==> config.mk <==
export PLATFORM = sky130hd
export DESIGN_NAME = aes_byte_loader
export DESIGN_NICKNAME = d
export VERILOG_FILES = /design/src/rtl/aes_loader_pkg.sv /design/src/rtl/aes_loader_shreg.sv /design/src/rtl/aes_byte_loader.sv
export SDC_FILE = /design/constraint.sdc
export NUM_CORES = 1
export LEC_CHECK = 0
export ABC_CLOCK_PERIOD_IN_PS = 2300
export BUFFER_PORTS_ARGS = -buffer_cell sky130_fd_sc_hd__buf_2
export CAP_MARGIN = 30
export CORE_ASPECT_RATIO = 1.75
export CORE_MARGIN = 2
export CORE_UTILIZATION = 42
export DETAILED_ROUTE_END_ITERATION = 16
export PLACE_DENSITY_LB_ADDON = 0.1
export SLEW_MARGIN = 20
export SYNTH_ARGS = -nofsm -noshare
export SYNTH_HDL_FRONTEND = slang
export SYNTH_SLANG_ARGS = --single-unit
export TNS_END_PERCENT = 10
==> constraint.sdc <==
create_clock -name clk -period 2.3 [get_ports clk]
set_clock_uncertainty 0.15 [all_clocks]
set_input_delay 0.46 -clock clk [delete_from_list [all_inputs] [get_ports clk]]
set_output_delay 0.46 -clock clk [all_outputs]
set_load 0.05 [all_outputs]
==> src/rtl/aes_loader_pkg.sv <==
// Shared types and constants for the AES byte-serial loader front-end.
package aes_loader_pkg;

    typedef enum logic [2:0] {
        IDLE,
        CMD,
        RX_KEY,
        RX_PT,
        LAUNCH,
        WAIT_HI,
        WAIT_LO,
        TX_CT
    } state_e;

    localparam logic [7:0] CMD_KEY = 8'h6B;
    localparam logic [7:0] CMD_PT  = 8'h70;
    localparam logic [7:0] CMD_CLR = 8'h63;

    localparam int unsigned BYTE_W   = 8;
    localparam int unsigned CNT_W    = 5;
    localparam int unsigned PT_BYTES = 16;
    localparam int unsigned CT_BYTES = 16;
    localparam int unsigned KEY_W    = 256;
    localparam int unsigned PT_W     = PT_BYTES * BYTE_W;
    localparam int unsigned CT_W     = CT_BYTES * BYTE_W;

endpackage

==> src/rtl/aes_loader_shreg.sv <==
// MSB-first byte shift register: new bytes enter at the LSB end and move up.
module aes_loader_shreg
    import aes_loader_pkg::*;
#(
    parameter int unsigned WIDTH = 128
) (
    input  logic              clk,
    input  logic              rst_n,
    input  logic              clr,
    input  logic              load,
    input  logic [WIDTH-1:0]  load_data,
    input  logic              shift,
    input  logic [BYTE_W-1:0] din,
    output logic [WIDTH-1:0]  q
);

    always_ff @(posedge clk or negedge rst_n) begin
        if (!rst_n) begin
            q <= '0;
        end else if (clr) begin
            q <= '0;
        end else if (load) begin
            q <= load_data;
        end else if (shift) begin
            q <= {q[WIDTH-BYTE_W-1:0], din};
        end
    end

endmodule

==> src/rtl/aes_byte_loader.sv <==
// Byte-serial command front-end for the AES core: loads key/plaintext, launches, returns ciphertext.
// Optional build macro AES_LOADER_TIMEOUT_EN aborts a stuck WAIT after TIMEOUT_CYC cycles.
module aes_byte_loader
    import aes_loader_pkg::*;
#(
    parameter int unsigned KEY_BYTES   = 32,
    parameter int unsigned TIMEOUT_CYC = 4096
) (
    input  logic          clk,
    input  logic          rst_n,
    input  logic [7:0]    rx_data_i,
    input  logic          rx_valid_i,
    output logic          rx_ready_o,
    output logic [7:0]    tx_data_o,
    output logic          tx_valid_o,
    input  logic          tx_ready_i,
    output logic [255:0]  key_o,
    output logic [127:0]  pt_o,
    output logic          load_o,
    input  logic          busy_i,
    input  logic [127:0]  ct_i,
    output logic          err_o
);

    localparam int unsigned KEY_SR_W = KEY_BYTES * BYTE_W;
    localparam int unsigned KEY_PAD  = KEY_W - KEY_SR_W;

    if (KEY_BYTES < 16 || KEY_BYTES > 32 || TIMEOUT_CYC < 2) begin : g_cfg_err
        $error("aes_byte_loader: KEY_BYTES must be 16..32 and TIMEOUT_CYC >= 2");
    end

    state_e           state, state_nxt;
    logic [CNT_W-1:0] cnt;
    logic             rx_fire, tx_fire;
    logic             cnt_inc;
    logic             err_set, err_clr;
    logic             key_clr, key_shift;
    logic             pt_clr, pt_shift;
    logic             ct_load, ct_shift;
    logic [KEY_SR_W-1:0] key_q;
    logic [CT_W-1:0]     ct_q;

    assign rx_fire = rx_valid_i & rx_ready_o;
    assign tx_fire = tx_valid_o & tx_ready_i;

`ifdef AES_LOADER_TIMEOUT_EN
    localparam int unsigned TO_W = $clog2(TIMEOUT_CYC);
    logic [TO_W-1:0] to_cnt;
    logic            to_hit;

    // Counts consecutive cycles spent waiting on the core.
    always_ff @(posedge clk or negedge rst_n) begin
        if (!rst_n) begin
            to_cnt <= '0;
        end else if (state == WAIT_HI || state == WAIT_LO) begin
            to_cnt <= to_cnt + TO_W'(1);
        end else begin
            to_cnt <= '0;
        end
    end

    assign to_hit = (to_cnt == TO_W'(TIMEOUT_CYC - 1));
`endif

    always_ff @(posedge clk or negedge rst_n) begin
        if (!rst_n) begin
            state <= IDLE;
        end else begin
            state <= state_nxt;
        end
    end

    always_comb begin
        state_nxt = state;
        cnt_inc   = 1'b0;
        err_set   = 1'b0;
        err_clr   = 1'b0;
        key_clr   = 1'b0;
        key_shift = 1'b0;
        pt_clr    = 1'b0;
        pt_shift  = 1'b0;
        ct_load   = 1'b0;
        ct_shift  = 1'b0;
        case (state)
            IDLE: state_nxt = CMD;
            CMD: begin
                if (rx_fire) begin
                    case (rx_data_i)
                        CMD_KEY: begin
                            state_nxt = RX_KEY;
                            key_clr   = 1'b1;
                        end
                        CMD_PT: begin
                            state_nxt = RX_PT;
                            pt_clr    = 1'b1;
                        end
                        CMD_CLR: err_clr = 1'b1;
                        default: err_set = 1'b1;
                    endcase
                end
            end
            RX_KEY: begin
                if (rx_fire) begin
                    key_shift = 1'b1;
                    cnt_inc   = 1'b1;
                    if (cnt == CNT_W'(KEY_BYTES - 1)) state_nxt = CMD;
                end
            end
            RX_PT: begin
                if (rx_fire) begin
                    pt_shift = 1'b1;
                    cnt_inc  = 1'b1;
                    if (cnt == CNT_W'(PT_BYTES - 1)) state_nxt = LAUNCH;
                end
            end
            LAUNCH: state_nxt = WAIT_HI;
            WAIT_HI: begin
                if (busy_i) state_nxt = WAIT_LO;
            end
            WAIT_LO: begin
                if (!busy_i) begin
                    ct_load   = 1'b1;
                    state_nxt = TX_CT;
                end
            end
            TX_CT: begin
                if (tx_fire) begin
                    ct_shift = 1'b1;
                    cnt_inc  = 1'b1;
                    if (cnt == CNT_W'(CT_BYTES - 1)) state_nxt = CMD;
                end
            end
            default: state_nxt = IDLE;
        endcase
`ifdef AES_LOADER_TIMEOUT_EN
        // A core that finishes on the deadline cycle still wins over the abort.
        if (to_hit && (state == WAIT_HI || (state == WAIT_LO && busy_i))) begin
            state_nxt = CMD;
            err_set   = 1'b1;
        end
`endif
    end

    // Byte counter restarts on every state change.
    always_ff @(posedge clk or negedge rst_n) begin
        if (!rst_n) begin
            cnt <= '0;
        end else if (state_nxt != state) begin
            cnt <= '0;
        end else if (cnt_inc) begin
            cnt <= cnt + CNT_W'(1);
        end
    end

    always_ff @(posedge clk or negedge rst_n) begin
        if (!rst_n) begin
            rx_ready_o <= 1'b0;
            tx_valid_o <= 1'b0;
            load_o     <= 1'b0;
            err_o      <= 1'b0;
        end else begin
            rx_ready_o <= (state_nxt == CMD) || (state_nxt == RX_KEY) || (state_nxt == RX_PT);
            tx_valid_o <= (state_nxt == TX_CT);
            load_o     <= (state_nxt == LAUNCH);
            if (err_set) begin
                err_o <= 1'b1;
            end else if (err_clr) begin
                err_o <= 1'b0;
            end
        end
    end

    aes_loader_shreg #(.WIDTH(KEY_SR_W)) u_key_sr (
        .clk       (clk),
        .rst_n     (rst_n),
        .clr       (key_clr),
        .load      (1'b0),
        .load_data ('0),
        .shift     (key_shift),
        .din       (rx_data_i),
        .q         (key_q)
    );

    aes_loader_shreg #(.WIDTH(PT_W)) u_pt_sr (
        .clk       (clk),
        .rst_n     (rst_n),
        .clr       (pt_clr),
        .load      (1'b0),
        .load_data ('0),
        .shift     (pt_shift),
        .din       (rx_data_i),
        .q         (pt_o)
    );

    aes_loader_shreg #(.WIDTH(CT_W)) u_ct_sr (
        .clk       (clk),
        .rst_n     (rst_n),
        .clr       (1'b0),
        .load      (ct_load),
        .load_data (ct_i),
        .shift     (ct_shift),
        .din       (8'h00),
        .q         (ct_q)
    );

    // Short keys occupy the top of key_o; the unused low bytes read as zero.
    assign key_o     = KEY_W'(key_q) << KEY_PAD;
    assign tx_data_o = ct_q[CT_W-1 -: BYTE_W];

endmodule

# Word-level counts from Yosys, hierarchy flattened
# Index checks and enable logic that the tools add are counted.
# totals
register_bits	524
in_bits	141
out_inout_bits	396
wordCells	81
# op_classes
n_eq_ne	18
n_bitwise	2
mux	41
n_reduce_logical	10
add_sub_neg	1
# ops
operator	count
two-way mux 128 bit	4
two-way mux 256 bit	2
two-way mux 3 bit	9
equality test 8 x 7 -> 1 bit (second input constant)	3
one-hot mux 3 bit (8 select lines)	1
two-way mux 1 bit	21
equality test 3 bit (second input constant)	6
equality test 3 x 2 -> 1 bit (second input constant)	4
two-way mux 5 bit	2
nonzero test 2 bit	5
equality test 3 x 1 -> 1 bit (second input constant)	2
one-hot mux 3 bit (2 select lines)	1
adder 5 x 1 -> 5 bit (second input constant)	1
equality test 5 x 4 -> 1 bit (second input constant)	1
equality test 5 bit (second input constant)	1
logical NOT 3 bit	1
!= test 3 bit	1
OR reduction 3 bit	1
bitwise AND 1 bit	2
logical OR 1 bit	2
one-hot mux 1 bit (2 select lines)	1
OR reduction 2 bit	1

# Logic depth before layout (Yosys ltp)
# Gate-level depths: netlist of the first run.
# logic_depth
word_depth	7
depth_mapped	9
depth_no_buf	8

# Cells and area by module
# From an unflattened synthesis of the first run, not the netlist that was laid out.
# unflattened
cells_unflattened	2359
hier_area_um2	29853.6
# modules_own_cells
module	cells_each	area_per_inst_um2	seq_area_each_um2	instances
aes_loader_shreg at u_ct_sr ...	569	7299.5	3203.1	2
aes_loader_shreg at u_key_sr	1138	14418.8	6406.1	1
aes_byte_loader	83	835.8	300.3	1

# Least setup slack after synthesis of the first run
# Ideal clock, no wire load.
# synth_timing
path_kind	register to register
start	register cnt[0]
end	register cnt[0]
synth_period_minus_slack_ps	2188
stages_incl_launch_ff	8
required_ps	2003
path_slack_ps	112
t_arrival_ps	1891
setup_time_ps	147
n_path_buf	0
cell_sequence	dfrtp_1 ha_1 and3_1 ha_1 a31oi_1 a211o_1 a222oi_1 nor3_1
# synth_between
elab_chain_cells	6
word_cells_on_any_way	14
cone_classes	add/sub (1); eq/ne (3); mux (9); reduce/logical (1)
# synth_rtl
item	line_no	source
from (decl)	aes_byte_loader.sv:33	logic [CNT_W-1:0] cnt;
from (signal assigned)	aes_byte_loader.sv:151	cnt <= cnt + CNT_W'(1);
equality test 5 x 4 -> 1 bit or equality test 5 bit (tied branches)	aes_byte_loader.sv:113, aes_byte_loader.sv:130, aes_byte_loader.sv:106	
two-way mux 3 bit (on tied branches)	aes_byte_loader.sv:130, aes_byte_loader.sv:106, aes_byte_loader.sv:113	
two-way mux 3 bit (on tied branches)	aes_byte_loader.sv:127, aes_byte_loader.sv:103, aes_byte_loader.sv:110	
one-hot mux 3 bit (8 select lines)	aes_byte_loader.sv:84	case (state)
!= test 3 bit	aes_byte_loader.sv:148	end else if (state_nxt != state) begin
two-way mux 5 bit or nonzero test 2 bit (tied branches)	-	
# Parallel ways exist; a longest one is shown, timed or not. The select of a mux whose other input is x is not followed.
# A chain may end at the register's enable or synchronous reset.

# Final worst setup path of the first run
# layout_timing
start	input rx_data_i[7]
end	register tx_valid_o
# layout_between
elab_chain_cells	5
word_cells_on_any_way	6
cone_classes	eq/ne (3); mux (3)
# layout_rtl
item	line_no	source
from (decl)	aes_byte_loader.sv:11	input logic [7:0] rx_data_i,
equality test 8 x 7 -> 1 bit	aes_byte_loader.sv:88	case (rx_data_i)
one-hot mux 3 bit (2 select lines) *	aes_byte_loader.sv:88	
two-way mux 3 bit *	aes_byte_loader.sv:87	if (rx_fire) begin
one-hot mux 3 bit (8 select lines) *	aes_byte_loader.sv:84	
named net state_nxt[0]	aes_byte_loader.sv:32	state_e state, state_nxt;
equality test 3 bit *	aes_byte_loader.sv:163	tx_valid_o <= (state_nxt == TX_CT);
to (signal assigned)	aes_byte_loader.sv:163	
to (decl)	aes_byte_loader.sv:15	output logic tx_valid_o,
# The timed path passes the listed nets; every way through them passes the cells marked *.

==> flow_summary.toml, run 1 <==
[synth]
synth_top_area_share_pct = 60.3
synth_edf_count = 0
ys_seq_elements = 524
syn_nets = 2457
synth_flop_cell = "dfrtp_1"
synth.avg_cell_area_um2 = 9.40
yosys_warnings = 0
syn_area_mm2 = 0.0217
yosysUniqueCellTypes = 43
synth_most_common_cell = "nand2_1"
yosysSeqAreaShare_pct = 60.3
synth_top_cells_by_count = "913 x nand2_1, 524 x dfrtp_1, 390 x a21oi_1"
synth_async_sr_flop_share_pct = 100
synth_cells = 2313
synth_top_cell_by_area = "dfrtp_1"
synthTopCellsByArea = "dfrtp_1 60%, nand2_1 16%, a21oi_1 9.0%, mux2i_1 5.6%, o21ai_0 2.6%"

[min_path]
whs_path_depth = 3
min_path_type = "in -> reg"

[sta]
final_hold_viol_count = 0
post-route-period-util_pct = 97.4
worst_pin_slew_ps = 532
max_slew_margin_pct = 64.5
post-route-min-period_ps = 2240
rsz0062_at_grt = "yes"
fmax_mhz = 446
report.final.slew_viol_count = 0
setup_viol_count_final = 0
fin_setup_tns_ps = 0
timing.hold.ws_ps = 26.1

[global_routing]
grt_overflow = 0
grt_pass1_vias = 18600
grt_max_degree = 77
grt_usage_pct = 24.3
antenna_found_initial = 5
grt_pass1_wl_mm = 104

[layout]
multi_input_area_mm2 = 0.00771
fin_util_pct = 55.8
seq_area_mm2 = 0.0131
area_growth_syn_to_layout_pct = 31.8
fin_nets = 3083
drive_gt1_share_pct = 24.0
fillers = 4624
design_area_mm2 = 0.0286

[placement]
place_area_mm2 = 0.0256
port_buffers = 536
place.gp.congestion = 0.854
dp_hpwl_mm = 46.1

[die]
initial_utilization_pct = 42.4
die_w_um = 176
die_h_um = 305
boundaryPins = 537
coreArea_mm2 = 0.0513
num_rows = 110
die_area_mm2 = 0.0537

[critical_path]
worstSetupEndpoint = "tx_valid_o"
reg2reg_depth = 8
crit_path_start_kind = "input pin"
r2r-end = "cnt[1]"
worstPathRequired_ps = 2600
max_stage_delay_ps = 560
cp.arrival_ps = 2540
startpoint = "rx_data_i[7]"
path_cells = "dlygate4sd3_1 -> buf_2 -> nand4bb_2 -> o31a_1 -> o21a_1 -> a311o_1 -> and2_1"
rrSetupSlack_ps = 100
slowest_stage = "dlygate4sd3_1"
r2r-start = "cnt[1]"
crit_type = "in -> reg"
cp-end-kind = "flop"
cp_max_fo = 4

[routing]
antenna_left = 0
num_vias = 18500
wl_mm = 66.0
drt-vias-per-instance = 5.07
firstDrtPassIters = 5
routedWlPerCell_um = 18.1
drc = 0
drt_iter0_drc = 1385

[clock_network]
cts_made_buffers = 49
insertion_delay_ps = 570
cts_max_path_buffers = 3
cts_max_level = 2
clkSinkCount = 524
clk_pin_slew_ps = 60
cts_tree = "done"
cts-root-buf = "clkbuf_16"

[pwr]
p_sw_share_pct = 27.2
p_leak_uw = 0.0140
pwr-share-comb_pct = 12.5
ir_drop_mv = 0.662
pwr-share-clk_pct = 39.9
power.switching_uw = 5670
power.total_uw = 20900
powerDensity_mw_per_mm2 = 729
p_int_uw = 15200
seqPwrFrac_pct = 47.5

[flow_run]
cap_violations = 0

[status]
outcome = "complete, no violations"
## metal layers
metal  vias to the layer above  track usage (%)  wire [um]
met5                         -                0          0
met4                         0             10.8       3090
met3                       149             3.26       3310
met2                       607             41.9      33100
met1                      8948             30.3      26500
li1                       8809                -          -
## power by group through the flow
stage               combinational, uW  clock [uW]  sequential [uW]
global placement                 2420           0            10100
CTS                              2630        8570             9920
finish                           2620        8340             9920
floorplan                         616           0            10900
detailed placement               2440           0            10100
global route                     2800        8900             9970
## worst max-delay path, delay by kind of cell
kind | cells | cell delay [ps]
buffers and inverters | 2 | 720
and+or+nand+nor | 2 | 540
AOI/OAI and AO/OA | 3 | 830
## sequential cells by signal (all words and copies together) (netlist names)
signal      flops
tx_valid_o      1
cnt             5
state           3
u_ct_sr.q     128
err_o           1
load_o          1
rx_ready_o      1
u_pt_sr.q     128
u_key_sr.q    256
## kinds of logic after synthesis
family	after synthesis	share of synthesized area, %
and+or+nand+nor	945	16.8
AOI/OAI and AO/OA	530	12.4
DFF	524	60.3
buffers and inverters	186	4.56
muxes	122	5.62
xor gates and xnor gates	3	0.121
adders and majority gates	3	0.173
## worst min-delay path by stage
stage	end	from
after floorplan	cnt[0]	rst_n
after global placement	u_pt_sr.q[62]	rst_n
after detailed placement	u_pt_sr.q[62]	rst_n
after CTS	u_ct_sr.q[75]	ct_i[75]
after global routing	u_ct_sr.q[75]	ct_i[75]
final	u_ct_sr.q[75]	ct_i[75]
## stage by stage
stage | std cells | setup WS (ps)
finish | 3648 | 59.7
global route | 3648 | -4.87
global placement | 3426 | 59.9
floorplan | 2313 | 112
CTS | 3645 | 4.99
detailed placement | 3426 | 20.5
## repair_timing
action	in CTS	in global routing
gates resized for setup	0	9
buffers inserted	0	0
endpoints found under the hold margin	167	0
endpoints found under the setup margin	0	246
hold buffers	134	0
## layout by cell type (no fill, tap or decap), drive strengths merged, types with 5 or more instances in the layout
master,Yosys,routed
nor3,5,5
a21oi,390,390
mux2i,122,122
clkbuf,53,75
dfrtp,524,524
inv,5,8
o21ai,129,129
dlygate4sd3,0,134
nand2,913,913
buf,128,622
nor2,6,6
## cell type report
cell class	count	area share, %
Antenna cell	3	0.0262
Timing Repair Buffer	756	18.6
Inverter	5	0.0655
Tap cell	672	2.93
Clock inverter	10	0.563
Sequential cell	524	45.8
Clock buffer	75	5.11
Multi-Input combinational cell	1603	26.9
(Power assumes the default switching activity.)
==> run 2: changes to the inputs <==
- ABC_AREA: unset -> 1
==> flow_summary.toml, run 2 <==
[status]
outcome = "complete, no violations"

[clock_network]
cts_max_level = 2
cts_tree = "done"
clkSinkCount = 524
insertion_delay_ps = 570
clk_pin_slew_ps = 60
cts_made_buffers = 49
cts-root-buf = "clkbuf_16"
cts_max_path_buffers = 3

[synth]
synth_cells = 2081
synth.avg_cell_area_um2 = 10.2
synth_fa_ha_area_share_pct = 0.176
synth-xor-area-share_pct = 0.123
synth_flop_cell = "dfrtp_1"
synth_top_family_by_area = "compound AO/OA/AOI/OAI gates"
yosysUniqueCellTypes = 27
syn_nets = 2225
synth_edf_count = 0
synthTopCellsByArea = "dfrtp_1 62%, a22oi_1 13%, inv_1 9.3%, o21ai_0 8.1%, buf_4 1.2%"
synth_top_cells_by_count = "527 x inv_1, 524 x dfrtp_1, 371 x a22oi_1"
syn_area_mm2 = 0.0213
synth_compound_gate_area_share_pct = 22.0
synthSimpleGateAreaFrac_pct = 2.61
ys_seq_elements = 524
synth_top_area_share_pct = 61.6
synth_top_cell_by_area = "dfrtp_1"
synth_async_sr_flop_share_pct = 100
yosys_warnings = 0
synthMuxAreaShare_pct = 0
synth_most_common_cell = "inv_1"
yosysSeqAreaShare_pct = 61.6

[routing]
drt_iter0_drc = 1267
firstDrtPassIters = 8
antenna_left = 0
wl_mm = 63.1
drc = 0
routedWlPerCell_um = 18.7
drt-vias-per-instance = 5.14
num_vias = 17400

[layout]
mostFrequentLayoutCell = "buf_2"
fillers = 4596
layout_common_cells = "535 x buf_2, 527 x inv_1, 523 x dfrtp_1"
reg_top3 = "u_key_sr.q (256), u_ct_sr.q (128), u_pt_sr.q (128)"
drive_gt1_share_pct = 26.0
top_register = "u_key_sr.q"
multi_input_area_mm2 = 0.00535
design_area_mm2 = 0.0272
fin_nets = 2820
largest_reg_flops = 256
seq_area_mm2 = 0.0131
fin_util_pct = 54.1
area_growth_syn_to_layout_pct = 27.7

[placement]
place_ws_ps = -65.2
place.gp.congestion = 0.838
dp_hpwl_mm = 43.9
place_area_mm2 = 0.0247
port_buffers = 536

[sta]
rsz0062_at_grt = "no"
max_slew_margin_pct = 68.4
post-route-min-period_ps = 2130
report.final.slew_viol_count = 0
post-route-period-util_pct = 92.5
worst_slack_ps = 173
worst_pin_slew_ps = 471
final_hold_viol_count = 0
fmax_mhz = 470
timing.hold.ws_ps = 15.6
setup_viol_count_final = 0

[die]
boundaryPins = 537
coreArea_mm2 = 0.0503
die_area_mm2 = 0.0526
die_w_um = 174
initial_utilization_pct = 42.3
die_h_um = 302
num_rows = 109

[global_routing]
grt_max_degree = 83
antenna_found_initial = 6
grt_busiest_layer = "met2"
grt_overflow = 0
grt_pass1_vias = 16900
use_met3_pct = 4.71
grt_pass1_wl_mm = 96.6
grt_usage_pct = 23.1
use_met2_pct = 39.8
use_met1_pct = 28.5

[pwr]
p_leak_uw = 0.0169
pwr-share-comb_pct = 18.2
power.switching_uw = 6720
p_int_uw = 16500
pwr-share-clk_pct = 35.5
ir_drop_mv = 0.611
power.total_uw = 23200
p_sw_share_pct = 28.9
seqPwrFrac_pct = 46.3
powerDensity_mw_per_mm2 = 853

[critical_path]
crit_type = "reg -> reg"
critPathTopFamily = "buffers and inverters"
crit_path_start_kind = "flop"
reg2reg_depth = 9
cp-end-kind = "flop"
worstPathRequired_ps = 2650
cp_max_fo = 65
critical_path_buf_inv_count = 5
r2r-end = "u_key_sr.q[233]"
path_cells = "inv_2 -> nand2_2 -> nor2_2 -> nand2_4 -> inv_8 -> buf_12 -> buf_4 -> a22oi_1 -> inv_1"
slowest_stage = "buf_4"
max_stage_delay_ps = 440
cp.arrival_ps = 2470
r2r-start = "state[2]"
rrSetupSlack_ps = 170

[min_path]
whs_path_depth = 3
min-delay-start = "ct_i[100]"
holdPathEnd = "u_ct_sr.q[100]"
min_path_type = "in -> reg"

[flow_run]
cap_violations = 0
[run 2: changes by cell type after synthesis, moves of 9 or more]
cell	change
buf_4	-9
nor2_1	+34
inv_1	+523
nand3_1	+9
o21ai_0	+230
buf_2	-35
nand2_1	-854
mux2i_1	-122
a22oi_1	+371
a21oi_1	-381
clkbuf_1	-15
buf_6	+17
[run 2: repair_timing]
action | 4_1_cts | 5_1_grt
gates cloned | 0 | 1
endpoints found under the setup margin | 1 | 273
setup buffers | 0 | 6
pin swaps | 1 | 2
hold endpoints to repair | 110 | 0
hold buffers | 80 | 0
gates resized for setup | 1 | 6
[run 2: cells by family (layout without fill, tap and decap cells)]
family | Yosys count | in the layout
buffers and inverters | 675 | 1303
other | 0 | 1
AND/OR/NAND/NOR | 126 | 127
flip-flops | 524 | 524
XOR/XNOR | 3 | 3
adder cells (fa/ha/maj) | 3 | 3
AO/OA/AOI/OAI | 750 | 750
[run 2: power by group through the flow]
stage / Sequential, uW / Clock, uW / Combinational [uW]
5_1_grt: 10900 / 8810 / 4850
3_5_place_dp: 10900 / 0 / 4050
4_1_cts: 10700 / 8450 / 4210
3_3_place_gp: 10900 / 0 / 3950
6_report: 10800 / 8240 / 4220
2_1_floorplan: 10900 / 0 / 2760
[run 2: cell type report]
cell class	count	area share, %
Inverter	533	7.39
Tap cell	666	3.06
Clock buffer	71	5.26
Antenna cell	1	0.00920
Clock inverter	14	0.639
Sequential cell	524	48.2
Multi-Input combinational cell	883	19.7
Timing Repair Buffer	685	15.8
[run 2: worst max-delay path by stage]
stage,from,to,cells after the start
2_1_floorplan,rx_ready_o,u_key_sr.q[100],9
3_3_place_gp,rx_data_i[6],u_key_sr.q[87],9
3_5_place_dp,rx_data_i[6],u_key_sr.q[85],9
4_1_cts,rx_data_i[1],u_key_sr.q[85],10
5_1_grt,cnt[0],cnt[4],14
6_report,state[2],u_key_sr.q[233],9
[run 2: stage by stage]
| stage | std cells | TNS, ps |
|---|---|---|
| 4_1_cts | 3369 | 0 |
| 2_1_floorplan | 2081 | 0 |
| 3_3_place_gp | 3204 | -382 |
| 6_report | 3377 | 0 |
| 3_5_place_dp | 3204 | -2930 |
| 5_1_grt | 3377 | 0 |
[run 2: layer usage]
metal,vias up,part of all wire [%]
li1,7999,-
met1,8635,39
met2,599,51
met3,110,6.6
met4,10,3.7
met5,-,0.10
[run 2: worst reg2reg max path, stage by stage, from the launching register on]
cell     delay, ps
dfrtp_1        380
inv_2          120
nand2_2         80
nor2_2         160
nand2_4         90
inv_8           70
buf_12         250
buf_4          500
a22oi_1        170
inv_1           80
==> run 3: changes to the inputs <==
- REMOVE_ABC_BUFFERS: unset -> 1
==> flow_summary.toml, run 3 (synthesis gave the netlist of run 2 again) <==
[global_routing]
grt_pass1_wl_mm = 95.2
antenna_found_initial = 1
grt_pass1_vias = 17100
grt_max_degree = 129
grt_usage_pct = 22.5
grt_overflow = 0

[flow_run]
cap_violations = 0

[layout]
fillers = 4603
mostFrequentLayoutCell = "buf_2"
fin_nets = 2822
reg_top3 = "u_key_sr.q (256), u_ct_sr.q (128), u_pt_sr.q (128)"
drive_gt1_share_pct = 25.7
fin_util_pct = 54.2
largest_reg_flops = 256
seq_area_mm2 = 0.0131
top_register = "u_key_sr.q"
area_growth_syn_to_layout_pct = 28.1
layout_common_cells = "535 x buf_2, 527 x inv_1, 524 x dfrtp_1"
multi_input_area_mm2 = 0.00535

[placement]
dp_hpwl_mm = 41.6
port_buffers = 536
place.gp.congestion = 0.846
place_ws_ps = -68.2

[sta]
report.final.slew_viol_count = 0
max_slew_margin_pct = 62.5
fmax_mhz = 476
post-route-min-period_ps = 2100
final_hold_viol_count = 0
post-route-period-util_pct = 91.3
rsz0062_at_grt = "no"
worst_slack_ps = 199
worst_pin_slew_ps = 562
fin_setup_tns_ps = 0
setup_viol_count_final = 0

[pwr]
seqPwrFrac_pct = 46.9
p_sw_share_pct = 28.8
power.switching_uw = 6590
p_int_uw = 16300
pwr-share-clk_pct = 35.2
powerDensity_mw_per_mm2 = 840
ir_drop_mv = 0.567
p_leak_uw = 0.0169
pwr-share-comb_pct = 18.0

[critical_path]
worstSetupEndpoint = "u_key_sr.q[214]"
max_stage_delay_ps = 520
startpoint = "state[1]"
cp.arrival_ps = 2440
reg2reg_depth = 8
crit_path_start_kind = "flop"
worstPathRequired_ps = 2640
slowest_stage = "dfrtp_1"
r2r-end = "u_key_sr.q[214]"
rrSetupSlack_ps = 200
cp_max_fo = 57
path_cells = "nand2_2 -> nor2_2 -> nand2_4 -> inv_8 -> buf_6 -> buf_12 -> a22oi_1 -> inv_1"
crit_type = "reg -> reg"
cp-end-kind = "flop"
r2r-start = "state[1]"

[clock_network]
cts_max_level = 2
cts-root-buf = "clkbuf_16"
clk_pin_slew_ps = 60
cts_made_buffers = 48
cts_tree = "done"
insertion_delay_ps = 560
cts_max_path_buffers = 3
clkSinkCount = 524

[routing]
num_vias = 17100
drt-vias-per-instance = 5.06
drc = 0
firstDrtPassIters = 5
routedWlPerCell_um = 17.9
antenna_left = 0
drt_iter0_drc = 1257
wl_mm = 60.5

[status]
outcome = "complete, no violations"

[die]
die_w_um = 174
die_area_mm2 = 0.0526
num_rows = 109
coreArea_mm2 = 0.0503
initial_utilization_pct = 42.3
die_h_um = 302
boundaryPins = 537

[min_path]
min_path_type = "in -> reg"
run 3: cell count changes in the layout (fill, tap and decap cells not counted), moves of 2 or more:
| cell | previous run | this run |
|---|---|---|
| buf_4 | 46 | 31 |
| dlygate4sd3_1 | 80 | 94 |
| buf_12 | 22 | 26 |
| clkbuf_1 | 12 | 9 |
| clkbuf_8 | 8 | 11 |
| clkbuf_16 | 51 | 49 |
| clkinv_4 | 0 | 2 |
| clkinvlp_4 | 0 | 2 |
| nor2_2 | 6 | 8 |
run 3: worst min-delay path by stage:
| stage | from | endpoint | slack [ps] | cells after the start |
|---|---|---|---|---|
| 2_1_floorplan | rst_n | cnt[0] | 10 | 0 |
| 3_3_place_gp | rst_n | u_ct_sr.q[71] | 270 | 1 |
| 3_5_place_dp | rst_n | u_ct_sr.q[71] | 270 | 1 |
| 4_1_cts | ct_i[115] | u_ct_sr.q[115] | 0.04 | 3 |
| 5_1_grt | ct_i[7] | u_ct_sr.q[7] | 5 | 3 |
| 6_report | ct_i[115] | u_ct_sr.q[115] | 20 | 3 |
run 3: power by group through the flow:
stage,logic (uW),registers (uW),clock network (uW)
after detailed placement,3960,10900,0
after floorplan,2260,11100,0
after global placement,3860,10900,0
final,4120,10800,8060
after CTS,4140,10800,8280
after global routing,4790,10900,8630
run 3: stage by stage:
step,power [uW],hold slack [ps],cells,instance area [um^2]
finish,22900,17.6,3379,27300
global route,24300,4.59,3378,27300
CTS,23200,0.0411,3375,27200
detailed placement,14900,272,3197,24700
global placement,14700,270,3197,24700
floorplan,13400,14.4,1939,20400
run 3: critical path, delay by kind of cell, from the launching register on:
family | cells | cell delay [ps]
compound gates | 1 | 130
buf+inv | 4 | 830
flops | 1 | 520
simple gates | 3 | 380
run 3: repair_timing:
item	4_1_cts	5_1_grt
resized for setup	0	6
endpoints found under the setup margin	0	252
endpoints found under the hold margin	124	0
setup buffers	0	2
hold buffers	94	0
run 3: final cells by class:
class	instances	share of cell area [%]
multi-input cells	883	19.6
flip-flops and latches	524	48.1
repair buffers	688	16.1
inverters	533	7.37
diodes	1	0.00917
clock buffers	69	5.17
well taps	666	3.05
clock inverters	15	0.596
run 3: metal layers:
layer	global-route usage (%)	vias to the layer above	wire, um
met5	0	-	13
met4	9.32	2	2570
met3	5.59	126	4450
met2	37.8	589	29800
met1	27.7	8374	23700
li1	-	8009	-
